===== src/rtl/instr_fetch_pkg.sv =====
// Shared types and widths for the instruction fetch unit.
package instr_fetch_pkg;

    localparam int unsigned INSTR_W = 32;
    localparam int unsigned ADDR_W  = 64;

    typedef enum logic [1:0] {
        BR_SEQ  = 2'b00,
        BR_REL  = 2'b01,
        BR_REG  = 2'b10,
        BR_RSVD = 2'b11
    } br_sel_e;

    typedef enum logic [1:0] {
        IDLE  = 2'b00,
        FETCH = 2'b01,
        HOLD  = 2'b10,
        ERR   = 2'b11
    } fetch_state_e;

endpackage


===== src/rtl/pc_next_calc.sv =====
// Combinational next-PC selection: sequential, PC-relative branch, or register target.
module pc_next_calc
    import instr_fetch_pkg::*;
(
    input  logic [ADDR_W-1:0]  pc_i,
    input  logic [INSTR_W-1:0] instr_i,
    input  logic [1:0]         br_taken_i,
    input  logic               uncond_br_i,
    input  logic [ADDR_W-1:0]  reg_target_i,
    output logic [ADDR_W-1:0]  next_pc_o
);

    logic [ADDR_W-1:0] offset;
    logic              unused_bits;

    assign unused_bits = ^{instr_i[31:26], instr_i[4:0], reg_target_i[1:0]};

    always_comb begin
        offset    = '0;
        next_pc_o = pc_i + ADDR_W'(4);
        // imm26 for B/BL, imm19 for conditional branches; both are word offsets
        if (uncond_br_i) begin
            offset = {{(ADDR_W-26){instr_i[25]}}, instr_i[25:0]};
        end else begin
            offset = {{(ADDR_W-19){instr_i[23]}}, instr_i[23:5]};
        end
        case (br_sel_e'(br_taken_i))
            BR_REL:  next_pc_o = pc_i + (offset << 2);
            BR_REG:  next_pc_o = {reg_target_i[ADDR_W-1:2], 2'b00};
            default: next_pc_o = pc_i + ADDR_W'(4);
        endcase
    end

endmodule


===== src/rtl/instr_fetch.sv =====
// Instruction fetch FSM: requests a word, holds it for decode, then steps the PC.
module instr_fetch
    import instr_fetch_pkg::*;
#(
    parameter logic [63:0] RESET_PC     = 64'h0,
    parameter int unsigned IMEM_TIMEOUT = 8
) (
    input  logic               clk,
    input  logic               reset,
    output logic               imemReq,
    output logic [ADDR_W-1:0]  imemAddr,
    input  logic               imemAck,
    input  logic [INSTR_W-1:0] imemRdata,
    output logic [INSTR_W-1:0] instr,
    output logic               instrValid,
    input  logic               instrAccept,
    output logic [ADDR_W-1:0]  pcOut,
    output logic [ADDR_W-1:0]  pcPlus4,
    input  logic [1:0]         brTaken,
    input  logic               uncondBr,
    input  logic [ADDR_W-1:0]  regTarget,
    output logic               fetchErr
);

    localparam int unsigned CNT_W = $clog2(IMEM_TIMEOUT + 1);

    fetch_state_e       state_q, state_d;
    logic [ADDR_W-1:0]  pc_q, pc_d, next_pc;
    logic [INSTR_W-1:0] instr_q, instr_d;
    logic [CNT_W-1:0]   cnt_q, cnt_d;

    pc_next_calc u_pc_next_calc (
        .pc_i         (pc_q),
        .instr_i      (instr_q),
        .br_taken_i   (brTaken),
        .uncond_br_i  (uncondBr),
        .reg_target_i (regTarget),
        .next_pc_o    (next_pc)
    );

    always_ff @(posedge clk) begin
        if (reset) begin
            state_q <= IDLE;
            pc_q    <= RESET_PC;
            instr_q <= '0;
            cnt_q   <= '0;
        end else begin
            state_q <= state_d;
            pc_q    <= pc_d;
            instr_q <= instr_d;
            cnt_q   <= cnt_d;
        end
    end

    always_comb begin
        state_d = state_q;
        pc_d    = pc_q;
        instr_d = instr_q;
        cnt_d   = cnt_q;
        case (state_q)
            IDLE: begin
                state_d = FETCH;
                cnt_d   = '0;
            end
            FETCH: begin
                if (imemAck) begin
                    instr_d = imemRdata;
                    state_d = HOLD;
                    cnt_d   = '0;
                end else begin
                    cnt_d = cnt_q + CNT_W'(1);
                    if (cnt_q == CNT_W'(IMEM_TIMEOUT - 1)) begin
                        state_d = ERR;
                    end
                end
            end
            HOLD: begin
                if (instrAccept) begin
                    pc_d    = next_pc;
                    state_d = FETCH;
                    cnt_d   = '0;
                end
            end
            ERR: begin
                state_d = ERR;
            end
            default: begin
                state_d = IDLE;
            end
        endcase
    end

    // Outputs are decodes of registered state
    assign imemReq    = (state_q == FETCH);
    assign imemAddr   = pc_q;
    assign instr      = instr_q;
    assign instrValid = (state_q == HOLD);
    assign pcOut      = pc_q;
    assign pcPlus4    = pc_q + ADDR_W'(4);
    assign fetchErr   = (state_q == ERR);

endmodule


===== config.mk =====
export PLATFORM = sky130hd
export DESIGN_NAME = instr_fetch
export DESIGN_NICKNAME = d
export VERILOG_FILES = /design/src/rtl/instr_fetch_pkg.sv /design/src/rtl/pc_next_calc.sv /design/src/rtl/instr_fetch.sv
export SDC_FILE = /design/constraint.sdc
export NUM_CORES = 1
export LEC_CHECK = 0
export ABC_AREA = 1
export BUFFER_PORTS_ARGS = -buffer_cell sky130_fd_sc_hd__clkbuf_2
export CELL_PAD_IN_SITES_DETAIL_PLACEMENT = 0
export CELL_PAD_IN_SITES_GLOBAL_PLACEMENT = 1
export CORE_ASPECT_RATIO = 0.9
export CORE_UTILIZATION = 33
export DETAILED_ROUTE_END_ITERATION = 8
export PLACE_DENSITY_LB_ADDON = 0.15
export SLEW_MARGIN = 10
export SYNTH_ARGS = -nofsm -noshare
export SYNTH_HDL_FRONTEND = slang
export SYNTH_SLANG_ARGS = --single-unit

===== constraint.sdc =====
create_clock -name clk -period 4.73 [get_ports clk]
set_input_delay 0.2365 -clock clk [delete_from_list [all_inputs] [get_ports clk]]
set_output_delay 0.2365 -clock clk [all_outputs]
set_load 0.05 [all_outputs]

==> flow_summary.toml <==
[synth]
synth-edff-count = 0
synth.avg_cell_area_um2 = 5.33
synth_top_area_share_pct = 24.8
yosysTopAreaCell = "nand2_1"
synthCells = 2491
synth_area_um2 = 13300
synth_area_leaders = "nand2_1 25%, dfxtp_1 15%, inv_1 13%"
synthFlopType = "dfxtp_1"
synth-seq-cells = 100
ys_warn_count = 0
ys_async_sr_fraction_pct = 0
ys_seq_area_share_pct = 15.1
synth.distinct_cells = 48

[setup_path]
crit_path_start = "imemAddr[15]$_SDFFE_PP0P_"
worstSetupPathType = "flop to output pin"
r2r-start = "instr[23]$_SDFFE_PP0P_"
cp-start-kind = "flop"
crit_arrival_ns = 3.11
endpoint_kind = "output pin"
required_ns = 4.49
crit_fanout = 7
rr_worst_depth = 17

[power]
power_frac_comb_pct = 32.8
p_seq_share_pct = 36.5
swShare_pct = 41.6
ir_drop_uv = 141
clkPwrFrac_pct = 30.7
p_switching_w = 0.00108
p_int_w = 0.00151
powerDensity_nw_per_um2 = 170
p_leak_nw = 8.45

[die]
rows = 69
fp.dieW_um = 214
die-height_um = 192
die-area_um2 = 41100
initial_core_util_pct = 33.6
fp.coreArea_um2 = 39500
ios = 330

[timing]
setup_ws_ns = 1.38
rsz0062_at_grt = "false"
finalSetupViolations = 0
setup_tns_ns = 0
fin_crit_ns = 3.35
worstMarginPinSlew_ns = 1.18
skew_ns = 0.0152
slew_headroom_pct = 21.3
hold_violations = 0
fmax_mhz = 298
fin_crit_sh_pct = 70.8
drv_slew = 0

[status]
status = "completed"

[grt]
grt_overflow = 0
grt_max_degree = 71
track_usage_pct = 31.1
grt_pass1_vias = 14800
grt_pass1_wl_um = 92600
antenna_found_initial = 2

[cells_and_area]
instances_no_fill = 3251
layout-drive-gt1-share_pct = 15.9
final_nets = 2882
layout_common_cells = "876 x nand2_1, 444 x inv_1, 321 x clkbuf_2"
fin_util_pct = 38.5
syn2layout_area_growth_pct = 14.6
final_common_cell = "nand2_1"

[detailed_routing]
detail-route-antenna-nets = 0
viasPerCell = 5.03
vias = 16300
wl_per_cell_um = 19.9
drc_errors = 0
first_pass_iters = 7
drt_iter0_markers = 1423
drt_wl_total_um = 64700

[place]
dp_hpwl_um = 54600
portBuffers = 321
dp.cells = 3234
place_ws_ns = 1.36
place.gp.congestion = 0.984

[clock_tree]
root_buffer = "clkbuf_16"
postCtsHoldBufs = 0
cts.htree.levels = 3
clk_pin_slew_worst_paths_ns = 0.08
post_cts_resize_count = 0
cts_tree = "yes"
cts_buffers = 9
clk_path_buf_depth = 2
cts_num_sinks = 100
clk_latency_ns = 0.38
cts_setup_buffers = 0

[hold_path]
min_path_cells = 3
hold_start = "imemRdata[4]"
hold_class = "primary input to flop"

[flow_run]
drv_cap = 0
==> final cells by class <==
class,count,area [um^2]
fill,4648,24300
multi-input combinational,1816,8850
sequential,100,2000
timing repair buffer,334,1700
inverter,452,1700
tap,532,666
clock buffer,9,225
clock inverter,6,70.1
antenna,2,5.00
==> cell usage after synthesis (10+ instances only) <==
master,n
dfxtp_1,100
o211ai_1,11
nor2_2,12
nand2_1,877
or2_2,15
nand4_1,25
a21oi_1,195
nor2_1,180
inv_1,444
nor2_4,10
clkbuf_1,47
nand3_1,144
xor2_1,27
buf_4,69
o21ai_0,119
ha_1,65
o21ai_1,13
nor3_1,36
==> per-stage QoR <==
step	hold WS, ns	cell area [um^2]	power [W]
floorplan	0.371	13300	0.00153
global placement	0.460	14900	0.00179
detailed placement	0.468	14900	0.00179
CTS	0.0733	15200	0.00259
global route	0.0894	15200	0.00268
finish	0.0872	15200	0.00258
==> state kept, by name, indices dropped and copies added, names as in the netlist <==
register / count
cnt_q: 4
imemAddr: 62
instr: 32
state_q: 2
==> power groups by stage <==
stage | clock network [W] | registers [W] | logic (W)
after CTS | 0.000810 | 0.000939 | 0.000837
after global routing | 0.000832 | 0.000945 | 0.000906
after global placement | 0 | 0.000958 | 0.000831
after detailed placement | 0 | 0.000958 | 0.000834
after floorplan | 0 | 0.00104 | 0.000482
final | 0.000792 | 0.000942 | 0.000847
==> path summary, 6_finish.rpt <==
| path | end | slack, ns |
|---|---|---|
| setup / recovery | pcPlus4[19] | 1.38 |
| hold / removal | instr[4]$_SDFFE_PP0P_ | 0.09 |
| setup reg to reg | imemAddr[56]$_SDFFE_PP0P_ | 1.39 |
| hold reg to reg | instr[14]$_SDFFE_PP0P_ | 0.50 |
==> logic make-up (layout without fill, tap and decap cells) <==
family	after synthesis	count (layout)	share of synthesized area, %
fa+ha+maj	66	66	6.27
buf+inv	580	801	18.6
xor+xnor	41	41	2.99
other cells	1	8	0.0282
compound gates	362	362	14.4
simple gates	1341	1341	42.7
flops	100	100	15.1
==> worst max-delay path, stage by stage, from the launching register on <==
cell and delay, ns:
dfxtp_1 0.71, nand2_1 0.23, nor3_4 0.27, nand2_1 0.22
nor3_2 0.51, xor2_1 0.44, clkbuf_2 0.36
==> per-layer routing <==
metal	GRT usage (%)	vias up	share of wire, %
met4	8.30	0	2.2
met3	2.26	64	6.1
met2	45.0	595	41
met5	0	-	0
met1	48.3	7554	51
li1	-	8129	-
(Power assumes the default switching activity.)
